$ cat src/rtl/itch_pkg.sv
// Shared ITCH feed definitions: beat type codes, action encoding, encoder FSM
// states and the queued event word layout.
package itch_pkg;

  localparam logic [7:0] TYPE_ADD    = 8'h41;  // 'A'
  localparam logic [7:0] TYPE_EXEC   = 8'h45;  // 'E'
  localparam logic [7:0] TYPE_CANCEL = 8'h58;  // 'X'
  localparam logic [7:0] TYPE_DELETE = 8'h44;  // 'D'
  localparam logic [7:0] TYPE_VOL    = 8'h56;  // 'V'
  localparam logic [7:0] TYPE_HB     = 8'h53;  // 'S'

  typedef enum logic [2:0] {
    ACT_ADD    = 3'd0,
    ACT_EXEC   = 3'd1,
    ACT_CANCEL = 3'd2,
    ACT_DELETE = 3'd3
  } action_e;

  typedef enum logic [1:0] {
    ST_IDLE = 2'd0,
    ST_HDR  = 2'd1,
    ST_TRL  = 2'd2,
    ST_HB   = 2'd3
  } state_e;

  // 3 + 32 + 32 + 32 + 1 = 100 bits
  typedef struct packed {
    logic [2:0]  action;
    logic [31:0] symbol;
    logic [31:0] price;
    logic [31:0] volume;
    logic        side;
  } evt_t;

  localparam int EVT_W = $bits(evt_t);

  // Actions 4..7 are illegal and never reach the wire.
  function automatic logic action_legal(input logic [2:0] a);
    return !a[2];
  endfunction

  function automatic logic [7:0] hdr_type(input logic [2:0] a);
    case (a)
      ACT_ADD:    return TYPE_ADD;
      ACT_EXEC:   return TYPE_EXEC;
      ACT_CANCEL: return TYPE_CANCEL;
      ACT_DELETE: return TYPE_DELETE;
      default:    return 8'h00;
    endcase
  endfunction

endpackage

$ cat src/rtl/sync_fifo.sv
// Synchronous FIFO with registered empty flag and a registered ready
// (not-full) flag that is held low while in reset.
module sync_fifo #(
  parameter int WIDTH = 8,
  parameter int DEPTH = 16,
  localparam int AW   = $clog2(DEPTH)
) (
  input  logic             clk,
  input  logic             rst_n,
  input  logic             push_i,
  input  logic [WIDTH-1:0] data_i,
  input  logic             pop_i,
  output logic [WIDTH-1:0] data_o,
  output logic             empty_o,
  output logic             ready_o
);

  logic [WIDTH-1:0] mem_q [DEPTH];
  logic [AW-1:0]    wr_q, rd_q;
  logic [AW:0]      cnt_q, cnt_d;
  logic             empty_q, ready_q;
  logic             do_push, do_pop;

  assign do_push = push_i && ready_q;
  assign do_pop  = pop_i && !empty_q;
  assign data_o  = mem_q[rd_q];
  assign empty_o = empty_q;
  assign ready_o = ready_q;

  // Occupancy after this cycle's push/pop; flags are derived from it.
  always_comb begin
    cnt_d = cnt_q + (AW+1)'(do_push) - (AW+1)'(do_pop);
  end

  // Pointers, count and flags.
  always_ff @(posedge clk) begin
    if (!rst_n) begin
      wr_q    <= '0;
      rd_q    <= '0;
      cnt_q   <= '0;
      empty_q <= 1'b1;
      ready_q <= 1'b0;
    end else begin
      if (do_push) wr_q <= wr_q + AW'(1);
      if (do_pop)  rd_q <= rd_q + AW'(1);
      cnt_q   <= cnt_d;
      empty_q <= (cnt_d == '0);
      ready_q <= (cnt_d != (AW+1)'(DEPTH));
    end
  end

  // Storage; contents are don't-care until written.
  always_ff @(posedge clk) begin
    if (do_push) mem_q[wr_q] <= data_i;
  end

endmodule

$ cat src/rtl/itch_feed_encoder.sv
// ITCH feed encoder: queues order-book events and serialises each into a
// header + trailer beat pair, with heartbeat beats while idle.
module itch_feed_encoder
  import itch_pkg::*;
#(
  parameter int FIFO_DEPTH       = 16,
  parameter int HEARTBEAT_CYCLES = 1024,
  parameter int SEQ_WIDTH        = 24
) (
  input  logic        clk,
  input  logic        rst_n,
  input  logic        evt_valid,
  output logic        evt_ready,
  input  logic [2:0]  evt_action,
  input  logic [31:0] evt_symbol,
  input  logic [31:0] evt_price,
  input  logic [31:0] evt_volume,
  input  logic        evt_side,
  output logic        tx_valid,
  input  logic        tx_ready,
  output logic [63:0] tx_data,
  output logic [7:0]  tx_type,
  output logic [31:0] msgs_sent,
  output logic [31:0] beats_sent,
  output logic [15:0] illegal_events
);

  localparam bit          HB_EN   = (HEARTBEAT_CYCLES != 0);
  localparam logic [31:0] HB_LAST = HB_EN ? 32'(HEARTBEAT_CYCLES - 1) : 32'd0;

  evt_t fifo_din, fifo_dout;
  logic fifo_empty, fifo_pop;

  assign fifo_din = {evt_action, evt_symbol, evt_price, evt_volume, evt_side};

  sync_fifo #(.WIDTH(EVT_W), .DEPTH(FIFO_DEPTH)) u_fifo (
    .clk     (clk),
    .rst_n   (rst_n),
    .push_i  (evt_valid && evt_ready),
    .data_i  (fifo_din),
    .pop_i   (fifo_pop),
    .data_o  (fifo_dout),
    .empty_o (fifo_empty),
    .ready_o (evt_ready)
  );

  state_e                 state_q, state_d;
  logic [63:0]            data_q, data_d;
  logic [7:0]             type_q, type_d;
  logic [31:0]            vol_q, vol_d;
  logic                   side_q, side_d;
  logic [SEQ_WIDTH-1:0]   seq_q, seq_d;
  logic [31:0]            msgs_q, msgs_d;
  logic [31:0]            beats_q, beats_d;
  logic [15:0]            ill_q, ill_d;
  logic [31:0]            hb_q, hb_d;
  logic                   hs, load_next, finish;
  logic [23:0]            seq24;

  assign tx_valid       = (state_q != ST_IDLE);
  assign hs             = tx_valid && tx_ready;
  assign seq24          = 24'(seq_q);
  assign tx_data        = data_q;
  assign tx_type        = type_q;
  assign msgs_sent      = msgs_q;
  assign beats_sent     = beats_q;
  assign illegal_events = ill_q;

  // Next state, beat formatting, FIFO pop and counter updates.
  always_comb begin
    state_d   = state_q;
    data_d    = data_q;
    type_d    = type_q;
    vol_d     = vol_q;
    side_d    = side_q;
    seq_d     = seq_q;
    msgs_d    = msgs_q;
    beats_d   = beats_q;
    ill_d     = ill_q;
    hb_d      = hb_q;
    fifo_pop  = 1'b0;
    load_next = 1'b0;
    finish    = 1'b0;

    case (state_q)
      ST_IDLE: begin
        if (!fifo_empty) begin
          load_next = 1'b1;
        end else if (HB_EN && hb_q == HB_LAST) begin
          state_d = ST_HB;
          type_d  = TYPE_HB;
          data_d  = {40'h0, seq24};
        end
      end
      ST_HDR: begin
        if (tx_ready) begin
          state_d = ST_TRL;
          type_d  = TYPE_VOL;
          data_d  = {vol_q, side_q, 7'h0, seq24};
        end
      end
      ST_TRL: begin
        if (tx_ready) begin
          finish    = 1'b1;
          state_d   = ST_IDLE;
          load_next = !fifo_empty;
        end
      end
      ST_HB: begin
        if (tx_ready) begin
          finish  = 1'b1;
          state_d = ST_IDLE;
        end
      end
      default: state_d = ST_IDLE;
    endcase

    // Pop and decode; illegal actions are dropped without a beat.
    if (load_next) begin
      fifo_pop = 1'b1;
      if (action_legal(fifo_dout.action)) begin
        state_d = ST_HDR;
        type_d  = hdr_type(fifo_dout.action);
        data_d  = {fifo_dout.symbol, fifo_dout.price};
        vol_d   = fifo_dout.volume;
        side_d  = fifo_dout.side;
      end else begin
        state_d = ST_IDLE;
        if (ill_q != 16'hFFFF) ill_d = ill_q + 16'd1;
      end
    end

    if (hs) beats_d = beats_q + 32'd1;
    if (finish) begin
      seq_d  = seq_q + SEQ_WIDTH'(1);
      msgs_d = msgs_q + 32'd1;
    end

    // Idle timer only runs while nothing is queued or moving.
    if (hs || !fifo_empty)       hb_d = 32'd0;
    else if (state_q == ST_IDLE) hb_d = hb_q + 32'd1;
  end

  // State and datapath registers.
  always_ff @(posedge clk) begin
    if (!rst_n) begin
      state_q <= ST_IDLE;
      data_q  <= '0;
      type_q  <= '0;
      vol_q   <= '0;
      side_q  <= 1'b0;
      seq_q   <= '0;
      msgs_q  <= '0;
      beats_q <= '0;
      ill_q   <= '0;
      hb_q    <= '0;
    end else begin
      state_q <= state_d;
      data_q  <= data_d;
      type_q  <= type_d;
      vol_q   <= vol_d;
      side_q  <= side_d;
      seq_q   <= seq_d;
      msgs_q  <= msgs_d;
      beats_q <= beats_d;
      ill_q   <= ill_d;
      hb_q    <= hb_d;
    end
  end

endmodule

$ cat config.mk
export PLATFORM = sky130hd
export DESIGN_NAME = itch_feed_encoder
export DESIGN_NICKNAME = d
export VERILOG_FILES = /design/src/rtl/itch_pkg.sv /design/src/rtl/sync_fifo.sv /design/src/rtl/itch_feed_encoder.sv
export SDC_FILE = /design/constraint.sdc
export NUM_CORES = 2
export LEC_CHECK = 0
export ABC_AREA = 1
export CAP_MARGIN = 30
export CORE_MARGIN = 2
export CORE_UTILIZATION = 45
export CTS_BUF_LIST = sky130_fd_sc_hd__clkbuf_2
export CTS_CLUSTER_SIZE = 24
export DETAILED_ROUTE_END_ITERATION = 16
export HOLD_SLACK_MARGIN = 0.08
export PLACE_DENSITY = 0.66
export SETUP_SLACK_MARGIN = 0.4
export SYNTH_ARGS = -nofsm -noshare
export SYNTH_HDL_FRONTEND = slang
export SYNTH_SLANG_ARGS = --single-unit
$ cat constraint.sdc
create_clock -name clk -period 7.2 [get_ports clk]
set_input_delay 0.72 -clock clk [delete_from_list [all_inputs] [get_ports clk]]
set_output_delay 0.72 -clock clk [all_outputs]
set_load 0.01 [all_outputs]
# Word level (Yosys, flattened, before mapping)
# Memories as Yosys holds them, arrays and structs flattened. A register that Yosys moved wholly into a read port is not among the register bits.
# Index checks and enable logic that the tools add are counted.
# totals
reg_bits	258
mem_bits_rw	1600
in_bits	104
out_inout_bits	154
n_memories	1
# mem_list
memory	words	word_bits	rd	rd_ports_with_merged_regs	write_ports	line_no	text
u_fifo.mem_q	16	100	1	1	1	sync_fifo.sv:18	logic [WIDTH-1:0] mem_q [DEPTH];
# classes
add_sub_neg	9
n_eq_ne	13
muxes	30
bitwise_logic	2
reduce_logical	15
# op_table
cell	n
$mux W64	5
$pmux W64 S2	1
$add A32 B1 Y32 const B	3
$mux W8	5
$eq A32 B10 Y1 const B	1
$pmux W7 S4	1
$add A24 B1 Y24 const B	1
$add A16 B1 Y16 const B	1
$ne A16 B16 Y1 const B	1
$pmux W8 S2	1
$mux W2	5
$add A4 B1 Y4 const B	2
$mux W1	8
$mux W4	2
$eq A3 B2 Y1 const B	2
$ne A3 B3 Y1 const B	2
$pmux W2 S3	1
$add A5 B1 Y5	1
$logic_not A5 Y1	1
$ne A5 B5 Y1 const B	1
$sub A5 B1 Y5	1
$eq A2 B2 Y1 const B	2
$logic_and A1 B1 Y1	4
$reduce_and A4 Y1	1
14 further kinds	16

# Longest topological paths before layout
# depth
ltp_word	7
mapped_depth	16
ltp_nobuf	13

# By module
# From an unflattened synthesis, not the netlist that was laid out.
# hier_totals
hier_cells	8579
area_unflattened_um2	82604.2
# by_module_without_submodules
mod	instances	cells_each	area_per_inst_um2	seq_area_each_um2
sync_fifo	1	6580	69773.2	48426.4
itch_feed_encoder	1	1999	12831.1	4864.7

# Least setup slack after synthesis
# Ideal clock, no wire load.
# synth_path
path_kind	input-to-reg
startpoint	in evt_valid
endpoint	mem u_fifo.mem_q[11][0] in the netlist's numbering (enable)
t_arrival_ps	5238
slack_ps	1402
cell_stages	4
n_path_buf	0
path_cell_list	nand2_1 > inv_1 > nand3_1 > nor2_1
# synth_via
elab_chain_cells	4
# synth_rtl
item	line_no	text
from (decl)	itch_feed_encoder.sv:12	input logic evt_valid,
$logic_and A1 B1 Y1	itch_feed_encoder.sv:39	.push_i (evt_valid && evt_ready),
$logic_and A1 B1 Y1	sync_fifo.sv:24	assign do_push = push_i && ready_q;
via u_fifo.do_push	sync_fifo.sv:22	logic do_push, do_pop;
$mux W1	sync_fifo.sv:54	if (do_push) mem_q[wr_q] <= data_i;
$mux W1 (implied by the code)	sync_fifo.sv:54	
to (decl)	sync_fifo.sv:18	
# The timed path passes the listed nets, and every way through them passes these cells.

# Final worst setup path
# layout_path
startpoint	reg state_q[1]
endpoint	out tx_valid
# layout_via
elab_chain_cells	1
# layout_rtl
item	line_no	text
from (decl)	itch_feed_encoder.sv:47	state_e state_q, state_d;
from (signal assigned)	itch_feed_encoder.sv:158	state_q <= state_d;
$reduce_bool A2 Y1	itch_feed_encoder.sv:60	assign tx_valid = (state_q != ST_IDLE);
to (decl)	itch_feed_encoder.sv:19	output logic tx_valid,
# No other way between the ends.

==> results.yml <==
global_routing:
  track_usage: 0.234
  grt_overflow: 0
  antenna_found_initial: 20
  grt_pass1_wl_um: 306000
  grt_start_max_net_pins: 216
  first_global_vias: 51200
synth:
  async_flop_share: 0
  ys_ff_latch: 1862
  seq_area_frac_synth: 0.706
  synth_top_area_cell: "edfxtp_1"
  synth_fp_nets: 6775
  synth_cells: 6655
  syn_area_mm2: 0.0755
  synth_top_area_frac: 0.636
  ys_warn_count: 0
  synthTopCellsByArea: "edfxtp_1 64%, nor2_1 7.7%, dfxtp_1 6.9%"
  synth.avg_cell_area_um2: 11.3
  synthFlopType: "edfxtp_1"
  ys_types: 50
  synth_edf_count: 1600
sta:
  rsz0062_at_grt: "no"
  finalCritPeriodShare: 0.563
  max_slew_margin: 0.218
  tightest_slew_ns: 1.17
  final-hold-violation-count: 0
  drv_slew: 0
  period_minus_slack_ns: 4.06
  fin_hold_ws_ns: 0.311
  setup_violations: 0
  fin_skew_ns: 0.257
  fmax_mhz: 247
  final.setup.tns_ns: 0
placement:
  dpl.cell_count: 8770
  place_hpwl_um: 102000
  place.gp.congestion: 0.860
  numPortBuffers: 257
  placed_area_mm2: 0.0800
clocking:
  htree_levels: 5
  clk_pin_slew_ns: 0.11
  max-clock-path-buffers: 4
  cts_sinks: 1862
  cts_made_buffers: 462
  cts_root_buf: "clkbuf_2"
  postCtsSetupRepairBufs: 0
  clk_latency_ns: 1.90
  tritoncts: "yes"
route:
  drc_errors: 0
  wirelength_um: 204000
  viasPerCell: 5.52
  num_vias: 53500
  drt_pre_antenna_iters: 6
  wl_per_cell_um: 21.1
  ant_nets: 0
  dr.first_iter.drc_count: 5947
worst_setup_path:
  cpPeakStageDelay_ns: 0.57
  path_max_fanout: 13
  critical_path_class: "register to output port"
  crit_path_top_delay_cell: "clkdlybuf4s50_1"
  critical_path.top_delay_family: "buffers and inverters"
  arrival_ns: 3.34
  rrSetupSlack_ns: 3.15
  setup.worst_path.end_class: "output port"
  critPathLaunchType: "register"
  critPathBufInv: 2
  worstPathCellList: "nor2_4 > inv_2 > clkdlybuf4s50_1"
  required_ns: 6.48
final_layout:
  fillers: 14600
  fin_cells: 9688
  drive_above_1_share: 0.113
  layout.nets: 7259
  ff_latch_area_mm2: 0.0533
  multi_input_area_mm2: 0.0196
  final_util: 0.510
  design_area_mm2: 0.0850
  syn_to_final_growth_pct: 12.6
die:
  die_area_mm2: 0.171
  die_w_um: 414
  core_area_mm2: 0.167
  ios: 258
  rows: 150
  start_util: 0.453
  die_h_um: 414
run:
  maxCapViolations: 0
min_path:
  hp-class: "primary input to register"
status:
  outcome: "completed"
power_and_ir_drop:
  power_density_mw_per_mm2: 302
  total_leakage_power_nw: 28.6
  ir_drop_v: 0.000337
-- cells in the final DEF (no fill, tap or decap), types with 5 or more instances in the layout --
cell                n
edfxtp_1         1600
nor2_1           1530
o21ai_0           874
clkbuf_2          707
nand2_1           628
nand3_1           350
o211ai_1          314
dfxtp_1           258
clkdlybuf4s50_1   256
inv_1             207
a21oi_1           120
dlygate4sd3_1     107
o21ai_1            95
clkinv_1           75
nor3_1             62
xor2_1             34
buf_12             27
buf_4              27
nand4_1            26
nor2_4             20
o22ai_1            16
o221ai_1           15
ha_1               15
inv_2              13
xnor2_1            13
diode_2            10
clkinv_2           10
nor2_2              6
nor3b_1             6
o21a_1              6
nor4_1              6
nand2_2             5
-- timing repair --
item | CTS | global route
resized for setup | 0 | 0
hold buffers | 108 | 0
hold endpoints to repair | 1807 | 0
-- layer usage --
layer,wire [um],share of wire,global-route usage
met2,94800,0.46,0.371
met1,86000,0.42,0.321
met5,94,0.00046,0
met4,6550,0.032,0.0930
met3,16600,0.081,0.0416
-- layout make-up --
| cell class | instances | area share |
|---|---|---|
| repair buffers | 423 | 0.0531 |
| well taps | 2204 | 0.0324 |
| clock buffers | 707 | 0.0416 |
| inverters | 220 | 0.0101 |
| clock inverters | 92 | 0.00455 |
| multi-input cells | 4170 | 0.231 |
| flip-flops and latches | 1862 | 0.627 |
| diodes | 10 | 0.000294 |
-- through the flow --
stage / setup WS (ns) / power [mW]
finish: 3.14 / 25.7
global route: 2.77 / 27.2
CTS: 2.92 / 25.8
detailed placement: 3.17 / 19.1
global placement: 2.93 / 18.9
floorplan: 1.40 / 17.0
-- cells by family (layout without fill, tap and decap cells) --
kind of cell,after synthesis,count (layout),synth area share
xor+xnor,47,47,0.00545
simple gates,2655,2655,0.142
flops,1862,1862,0.706
buf+inv,623,1442,0.0361
compound gates,1452,1452,0.108
fa+ha+maj,16,16,0.00275
other cells,0,10,0
-- synthesized netlist by cell type, types with 2 or more instances --
library cell	number
o21ai_0	874
xnor2_1	13
or2_2	2
inv_2	7
inv_1	208
nand4_1	26
o21a_1	6
a21oi_1	120
nand2_1	629
nor2_2	7
nor2_4	3
o211ai_1	314
nor3b_1	6
nand3_2	3
o21ai_1	95
and3_1	4
nor2_1	1546
nor4_1	6
nand2_2	5
dfxtp_1	262
nor3_2	2
o221ai_1	15
a22oi_1	2
buf_4	24
nor3_1	62
clkinv_1	3
o22ai_1	16
clkbuf_1	214
a31oi_1	4
buf_6	16
buf_2	127
ha_1	15
buf_1	21
nand3_1	350
edfxtp_1	1600
xor2_1	34
-- sequential cells by signal (all words and copies together) (netlist names), named ones only --
name / cells
seq24: 24
tx_type: 8
side_q: 1
u_fifo.rd_q: 4
msgs_sent: 32
u_fifo.ready_o: 1
beats_sent: 32
u_fifo.cnt_q: 5
u_fifo.mem_q: 1600
hb_q: 32
illegal_events: 16
state_q: 2
u_fifo.wr_q: 4
u_fifo.empty_o: 1
vol_q: 32
tx_data: 64
-- power breakdown --
group          switching (mW)  total, mW  internal (mW)
clock network            4.11       6.72           2.61
registers               0.414       12.5           12.1
logic                    4.37       6.41           2.05
total                    8.89       25.7           16.8
-- worst reg2reg max path, delay by kind of cell, from the launching register on --
family | cells | cell delay, ns
and+or+nand+nor | 5 | 0.66
buffers and inverters | 3 | 2.47
AOI/OAI and AO/OA | 3 | 0.30
DFF | 1 | 0.56
-- final timing paths --
kind,start,endpoint,depth (start not counted)
setup / recovery,state_q[1],tx_valid,3
hold / removal,evt_price[28],u_fifo.mem_q[9][61],2
setup reg to reg,register,tx_data[12],11
hold reg to reg,vol_q[27],tx_data[59],4
Power figures use the tool's default switching activity.
